<file path="src/rtl/mux_4_1_rr.sv">
`default_nettype none
// ============================================================================
// Module   : mux_4_1_rr
// Purpose  : Four-channel round-robin stream merger with packet-level locking.
//            Each output beat carries the index of its source channel so a
//            downstream 1:4 demux can route it back. One registered output
//            stage sustains one beat per clock.
// Ports    : clk, rst        - clock, synchronous active-high reset
//            in_valid[3:0]   - per-channel beat valid
//            in_last[3:0]    - per-channel end-of-packet marker
//            in_data         - channel i at [i*WIDTH +: WIDTH]
//            in_ready[3:0]   - per-channel accept (one-hot or zero)
//            out_valid/out_ready/out_data/out_last/out_sel - merged stream
// Revision : 1.0 - initial release
// ============================================================================
module mux_4_1_rr #(
    parameter int WIDTH = 8
) (
    input  logic                 clk,
    input  logic                 rst,
    input  logic [3:0]           in_valid,
    input  logic [3:0]           in_last,
    input  logic [4*WIDTH-1:0]   in_data,
    output logic [3:0]           in_ready,
    output logic                 out_valid,
    input  logic                 out_ready,
    output logic [WIDTH-1:0]     out_data,
    output logic                 out_last,
    output logic [1:0]           out_sel
);

    typedef enum logic [0:0] {
        ST_ARB  = 1'b0,
        ST_LOCK = 1'b1
    } state_t;

    state_t             r_state;
    state_t             w_state_nxt;
    logic [1:0]         r_ptr;
    logic [1:0]         w_ptr_nxt;
    logic [1:0]         r_owner;
    logic [1:0]         w_owner_nxt;

    logic               r_out_valid;
    logic [WIDTH-1:0]   r_out_data;
    logic               r_out_last;
    logic [1:0]         r_out_sel;

    logic               w_load;
    logic [1:0]         w_srch_gnt;
    logic               w_srch_vld;
    logic [1:0]         w_gnt;
    logic               w_gnt_vld;
    logic               w_accept;
    logic               w_gnt_last;

    // Output stage can take a new beat when empty or when its beat drains now.
    assign w_load = ~r_out_valid | out_ready;

    // Rotating search: walk from the far end back towards r_ptr so the last
    // hit, i.e. the closest one to r_ptr, wins.
    always_comb begin
        logic [1:0] idx;
        w_srch_gnt = r_ptr;
        w_srch_vld = 1'b0;
        for (int k = 3; k >= 0; k--) begin
            idx = r_ptr + 2'(k);
            if (in_valid[idx]) begin
                w_srch_gnt = idx;
                w_srch_vld = 1'b1;
            end
        end
    end

    // While a packet is open only its owner is eligible.
    always_comb begin
        w_gnt     = w_srch_gnt;
        w_gnt_vld = w_srch_vld;
        if (r_state == ST_LOCK) begin
            w_gnt     = r_owner;
            w_gnt_vld = in_valid[r_owner];
        end
    end

    assign w_accept   = w_gnt_vld & w_load & ~rst;
    assign w_gnt_last = in_last[w_gnt];
    assign in_ready   = w_accept ? (4'b0001 << w_gnt) : 4'b0000;

    // Next-state logic for the arbitration FSM, pointer and owner.
    always_comb begin
        w_state_nxt = r_state;
        w_ptr_nxt   = r_ptr;
        w_owner_nxt = r_owner;
        if (w_accept) begin
            if (w_gnt_last) begin
                w_state_nxt = ST_ARB;
                w_ptr_nxt   = w_gnt + 2'd1;
            end else begin
                w_state_nxt = ST_LOCK;
                w_owner_nxt = w_gnt;
            end
        end
    end

    always_ff @(posedge clk) begin
        if (rst) begin
            r_state <= ST_ARB;
            r_ptr   <= 2'd0;
            r_owner <= 2'd0;
        end else begin
            r_state <= w_state_nxt;
            r_ptr   <= w_ptr_nxt;
            r_owner <= w_owner_nxt;
        end
    end

    // Output register: data/last/sel only change when a new beat is taken,
    // so they hold their last value while the stage is empty.
    always_ff @(posedge clk) begin
        if (rst) begin
            r_out_valid <= 1'b0;
            r_out_data  <= '0;
            r_out_last  <= 1'b0;
            r_out_sel   <= 2'd0;
        end else if (w_load) begin
            r_out_valid <= w_accept;
            if (w_accept) begin
                r_out_data <= in_data[w_gnt*WIDTH +: WIDTH];
                r_out_last <= w_gnt_last;
                r_out_sel  <= w_gnt;
            end
        end
    end

    assign out_valid = r_out_valid;
    assign out_data  = r_out_data;
    assign out_last  = r_out_last;
    assign out_sel   = r_out_sel;

endmodule
`default_nettype wire

</file>
<file path="config.mk">
export PLATFORM = sky130hd
export DESIGN_NAME = mux_4_1_rr
export DESIGN_NICKNAME = d
export VERILOG_FILES = /design/src/rtl/mux_4_1_rr.sv
export SDC_FILE = /design/constraint.sdc
export NUM_CORES = 1
export LEC_CHECK = 0
export CAP_MARGIN = 25
export CORE_MARGIN = 8
export CORE_UTILIZATION = 30
export CTS_BUF_LIST = sky130_fd_sc_hd__clkbuf_4
export DETAILED_ROUTE_END_ITERATION = 16
export MAX_ROUTING_LAYER = met4
export SLEW_MARGIN = 10
export SYNTH_ARGS = -nofsm -noshare
export SYNTH_HDL_FRONTEND = slang
export SYNTH_SLANG_ARGS = --single-unit
</file>
<file path="constraint.sdc">
create_clock -name clk -period 2.7 [get_ports clk]
set_clock_uncertainty 0.05 [all_clocks]
set_input_delay 0.675 -clock clk [delete_from_list [all_inputs] [get_ports clk]]
set_output_delay 0.675 -clock clk [all_outputs]
set_load 0.01 [all_outputs]
</file>
==> out/metrics.yaml, run 1 <==
run_status:
  status: "complete, but fails checks"
  violations: "setup timing"
detailed_routing:
  wl_per_cell_um: 15.71
  drt_iter0_drc: 33
  wl_um: 4447
  ant_nets: 0
  drt-pass1-iter-count: 4
  via_per_inst: 5.011
  drc: 0
  num_vias: 1418
hold_path:
  min_delay_path_depth: 2
  holdPathEnd: "out_sel[1]"
  hold_path_class: "flop to flop"
  worstHoldStart: "out_sel[1]"
logic_synthesis:
  synth_fp_nets: 187
  synth-edff-count: 0
  synth.distinct_cells: 38
  synth-seq-area-share: 0.2764
  yosysWarnings: 0
  postSynthCellCount: 140
  synthFlopType: "dfxtp_1"
  synth_area_per_cell_um2: 8.794
  syn_area_mm2: 0.001231
  ys_ff_latch: 17
  async_flop_share: 0
critical_path:
  r2r_start: "r_ptr[0]"
  r2r_cells: 16
  critPathCaptureType: "primary output"
  r2r_slack_ns: 0.18
  critPathMaxFanout: 3
  crit_arrival_ns: 2.11
  path_class: "input pin to primary output"
  cp-start-kind: "input pin"
  timing.rr.end: "out_sel[0]"
  cp_data_required_time_ns: 1.98
global_routing:
  antenna_found_initial: 0
  gr-total-overflow: 0
  grt_pass1_wl_um: 7169
  gr-usage-all-layers: 0.1408
  grt_max_degree: 20
  first_global_vias: 1529
timing:
  rsz0062_at_grt: "true"
  tightest_slew_ns: 0.3368
  setup_ws_ns: -0.1398
  fmax_mhz: 352.1
  hold_viol_final: 0
  min_period_ns: 2.840
  slew_headroom: 0.7751
  setup_viol: 4
  maxSlewViolCount: 0
  fin_crit_sh: 1.052
floorplan:
  pin_count: 59
  start_util: 0.3100
  rows: 23
  die_area_mm2: 0.006410
  fp.coreArea_mm2: 0.003971
  fp.dieW_um: 80.06
  die-height_um: 80.06
placement:
  hpwl_um: 3232
  place.gp.congestion: 0.8057
  place_ws_ns: -0.8275
  portBuffers: 58
finish:
  diodes: 0
  layout_common_cells: "clkdlybuf4s50_1, buf_4, mux2i_1, dfxtp_1, buf_6"
  area_growth_pct: 83.94
  nNetsFinal: 281
  fill_cells: 339
  drive_above_1_share: 0.3433
  final_common_cell: "clkdlybuf4s50_1"
  fin_util: 0.5703
clock_network:
  clockRootBuffer: "clkbuf_4"
  cts_sinks: 17
  insertion_delay_ns: 0.28
  htreeDepth: 1
  numCtsBuffers: 3
  cts_buffer_depth: 2
  clk_pin_slew_ns: 0.10
  cts_tree: "done"
power:
  powerDensity_mw_per_mm2: 826.1
  p_leak_nw: 0.9160
  ir_drop_v: 0.0003510
run:
  cap_violations: 0
[through the flow]
step	instances	hold WS, ns	power, W	setup TNS [ns]	instance area (um2)
after floorplan	140	0.4191	0.0009920	0	1247
after global routing	283	0.4294	0.001992	-0.6965	2265
after detailed placement	262	0.3987	0.001424	-9.555	2002
after global placement	262	0.3929	0.001408	-8.801	2002
after CTS	281	0.4135	0.001807	-0.2681	2216
final	283	0.4143	0.001871	-0.4204	2265
[logic make-up (layout without fill, tap and decap cells)]
kind of cell	count (synthesis)	in the layout	share of synthesized area
buffers and inverters	20	113	0.07620
muxes	20	20	0.1677
and+or+nand+nor	46	46	0.2124
AOI/OAI and AO/OA	33	33	0.2266
adders and majority gates	4	4	0.04065
DFF	17	17	0.2764
[synthesized netlist by cell type, types with 2 or more instances]
library cell	instances	area, um2
nor2b_1	2	12.51
o21ai_0	5	25.02
nor3_1	4	20.02
dfxtp_1	17	340.3
a21oi_1	6	30.03
a221oi_1	3	26.28
or2b_1	2	15.01
nor2_1	8	30.03
buf_2	3	15.01
nand2b_1	3	18.77
mux2i_1	18	180.2
nand2_1	10	37.54
nand3b_1	9	67.56
ha_1	4	50.05
buf_4	2	15.01
a31oi_1	2	12.51
or2_1	2	12.51
inv_1	11	41.29
o221ai_1	8	70.07
nor3_2	2	20.02
o211a_1	2	20.02
[power breakdown]
part	internal, W	total, W	leakage (nW)	switching, W
sequential	0.000343	0.000415	0.141	0.0000718
combinational	0.000746	0.00132	0.758	0.000576
clock	0.0000550	0.000134	0.0177	0.0000793
[timing repair]
| action | 4_1_cts | 5_1_grt |
|---|---|---|
| resized for setup | 59 | 8 |
| setup endpoints to repair | 18 | 5 |
| cloned | 0 | 0 |
| setup buffers | 15 | 3 |
| pin swaps | 11 | 6 |
| hold buffers | 0 | 0 |
[per-layer routing]
layer	vias up	GRT usage	routed length, um
met1	655	0.1699	2001
met3	10	0.02455	202
met5	-	-	0
li1	699	-	-
met4	0	0.03818	66
met2	54	0.2344	2177
[how the worst max path moves through the flow]
stage / startpoint / to / slack, ns / cells after the start
after CTS: in_valid[2] / out_sel[0] / -0.10 / 18
after detailed placement: in_valid[2] / in_ready[2] / -0.83 / 10
after floorplan: in_valid[0] / in_ready[2] / 0.002 / 9
after global routing: in_valid[3] / in_ready[3] / -0.20 / 11
final: in_valid[0] / in_ready[3] / -0.14 / 11
after global placement: in_valid[2] / in_ready[2] / -0.80 / 10
[cell type report]
| class | count | area, um2 | area share |
|---|---|---|---|
| timing repair buffer | 97 | 884.6 | 0.3906 |
| multi-input combinational | 103 | 899.6 | 0.3972 |
| clock buffer | 3 | 22.52 | 0.009945 |
| clock inverter | 1 | 5.005 | 0.002210 |
| tap | 50 | 62.56 | 0.02762 |
| inverter | 12 | 50.05 | 0.02210 |
| sequential | 17 | 340.3 | 0.1503 |
[registers in the layout, indices dropped and copies added, names as in the netlist]
register	count
out_data	8
out_sel	2
r_ptr	2
out_valid	1
r_owner	2
out_last	1
r_state	1
[critical path, cell delays in order]
cell	delay, ns
buf_6	0.09
or3b_1	0.38
a31oi_2	0.17
o21ai_2	0.09
buf_4	0.15
nand2_4	0.07
buf_6	0.12
ha_4	0.12
inv_2	0.03
nor2_2	0.08
buf_2	0.13
Note: power is estimated with default switching activity, not from simulation.
==> run 2, diff against run 1 <==
--- a/config.mk
+++ b/config.mk
@@ -11,6 +11,7 @@
 export CTS_BUF_LIST = sky130_fd_sc_hd__clkbuf_4
 export DETAILED_ROUTE_END_ITERATION = 16
 export MAX_ROUTING_LAYER = met4
+export PLACE_DENSITY = 0.67
 export SLEW_MARGIN = 10
 export SYNTH_ARGS = -nofsm -noshare
 export SYNTH_HDL_FRONTEND = slang
==> run 2 against run 1 <==
  * The run still ends with setup timing left
  * Final cell count down 0.35%
  * Hold slack worse by 0.0041 ns
  * Fmax up 3.9%
  * Highest routed layer unchanged
==> out/metrics.yaml, run 2 (synthesized netlist as in run 1, its figures left out) <==
placement:
  post_dp_cell_area_mm2: 0.002039
  hpwl_um: 3023
  portBuffers: 58
  place_ws_ns: -0.8408
  place.gp.congestion: 0.7793
hold_path:
  holdPathEnd: "out_sel[1]"
  min_delay_path_depth: 2
  hold_path_class: "flop to flop"
  worstHoldStart: "out_sel[1]"
floorplan:
  fp.coreArea_mm2: 0.003971
  rows: 23
  fp.dieW_um: 80.06
  pin_count: 59
  die_area_mm2: 0.006410
  die-height_um: 80.06
  start_util: 0.3100
finish:
  diodes: 0
  drive_above_1_share: 0.3448
  nNetsFinal: 280
  area_growth_pct: 82.83
  stdcell_area_mm2: 0.002251
  layout_common_cells: "clkdlybuf4s50_1, buf_4, mux2i_1, dfxtp_1"
  largest_register_ffs: 8
  final_common_cell: "clkdlybuf4s50_1"
  fill_cells: 365
global_routing:
  gr-total-overflow: 0
  grt_max_degree: 18
  antenna_found_initial: 0
  first_global_vias: 1435
  grt_pass1_wl_um: 6423
  gr-usage-all-layers: 0.1253
critical_path:
  crit_path_max_incr_delay_ns: 0.29
  crit_arrival_ns: 2.01
  timing.rr.end: "r_ptr[1]"
  crit_path_frequent_cell: "buf_6"
  r2r_start: "r_ptr[0]"
  critPathMaxFanout: 3
  cp_cell_sequence: "buf_6 > buf_6 > buf_6 > a2111oi_4 > o31a_2 > buf_6 > inv_6 > ha_4 > inv_2 > nor2_2 > buf_2"
  worst_path_max_delay_cell: "a2111oi_4"
  cp_data_required_time_ns: 1.98
  r2r_cells: 12
  critPathCaptureType: "primary output"
  r2r_slack_ns: 0.22
  path_class: "input pin to primary output"
  cp-start-kind: "input pin"
detailed_routing:
  drt_iter0_drc: 52
  via_per_inst: 4.794
  drt-pass1-iter-count: 4
  wl_per_cell_um: 13.76
  wl_um: 3881
  ant_nets: 0
  drc: 0
  num_vias: 1352
timing:
  setup_viol: 3
  min_period_ns: 2.734
  slew_headroom: 0.7469
  hold_viol_final: 0
  setup_ws_ns: -0.03425
  tightest_slew_ns: 0.3796
  rsz0062_at_grt: "true"
  maxSlewViolCount: 0
  fmax_mhz: 365.7
  tns_ns: -0.08441
  fin_crit_sh: 1.013
clock_network:
  cts_sinks: 17
  clk_pin_slew_ns: 0.10
  insertion_delay_ns: 0.29
  htreeDepth: 1
  holdBufCountCts: 0
  clockRootBuffer: "clkbuf_4"
  numCtsBuffers: 3
  cts_tree: "done"
  cts_buffer_depth: 2
run_status:
  violations: "setup timing"
  status: "complete, but fails checks"
run:
  cap_violations: 0
power:
  p_comb_frac: 0.693
  power_frac_seq: 0.230
  sw_frac_of_total: 0.3868
  p_leak_nw: 0.9178
  p_clk_frac: 0.077
  powerDensity_mw_per_mm2: 792.5
  internal_power_w: 0.001094
  netSwitchingPower_w: 0.0006899
  ir_drop_v: 0.0004569
-- run 2: routing by layer --
layer  part of all wire  vias to the layer above  global-route usage
li1                   -                      697                   -
met1               0.46                      627              0.1540
met2               0.50                       26              0.2005
met3              0.042                        2             0.02902
met4             0.0039                        0             0.03273
met5                  0                        -                   -
-- run 2: power groups by stage --
| stage | Sequential [W] | Combinational, W | Clock, W |
|---|---|---|---|
| 2_1_floorplan | 0.000426 | 0.000566 | 0 |
| 3_3_place_gp | 0.000408 | 0.00103 | 0 |
| 3_5_place_dp | 0.000413 | 0.00103 | 0 |
| 4_1_cts | 0.000410 | 0.00121 | 0.000142 |
| 5_1_grt | 0.000422 | 0.00135 | 0.000156 |
| 6_report | 0.000410 | 0.00124 | 0.000138 |
-- run 2: critical path: cells and delay by family --
| family | cells | cell delay, ns |
|---|---|---|
| buf+inv | 7 | 0.64 |
| fa+ha+maj | 1 | 0.14 |
| simple gates | 1 | 0.03 |
| compound gates | 2 | 0.53 |
-- run 2: how the worst max path moves through the flow --
| stage | start | to | slack [ns] | cells past startpoint |
|---|---|---|---|---|
| detailed placement | in_valid[0] | in_ready[3] | -0.84 | 9 |
| floorplan | in_valid[0] | in_ready[2] | 0.002 | 9 |
| global placement | in_valid[2] | in_ready[2] | -0.82 | 10 |
| global route | in_valid[3] | in_ready[3] | -0.1 | 11 |
| CTS | in_valid[2] | in_ready[2] | -0.04 | 10 |
| finish | in_valid[3] | in_ready[3] | -0.03 | 11 |
-- run 2: layout make-up --
cell class | count | area, um2 | share of cell area
Tap cell | 50 | 62.56 | 0.02779
Multi-Input combinational cell | 103 | 897.1 | 0.3986
Sequential cell | 17 | 341.6 | 0.1518
Clock inverter | 1 | 5.005 | 0.002223
Timing Repair Buffer | 96 | 869.6 | 0.3863
Inverter | 12 | 52.55 | 0.02335
Clock buffer | 3 | 22.52 | 0.01001
-- run 2: metrics by stage --
| stage | util | std cells | hold slack, ns | total power, W |
|---|---|---|---|---|
| after floorplan | - | 140 | 0.4191 | 0.0009920 |
| after global placement | 0.5135 | 267 | 0.3921 | 0.001436 |
| after detailed placement | 0.5135 | 267 | 0.3962 | 0.001446 |
| after CTS | 0.5580 | 281 | 0.4103 | 0.001765 |
| after global routing | 0.5668 | 282 | 0.4243 | 0.001926 |
| final | 0.5668 | 282 | 0.4103 | 0.001784 |
-- run 2: what timing repair did --
action / 4_1_cts / 5_1_grt
cloned: 0 / 0
pin swaps: 14 / 6
setup endpoints to repair: 17 / 7
resized for setup: 61 / 8
setup buffers: 10 / 2
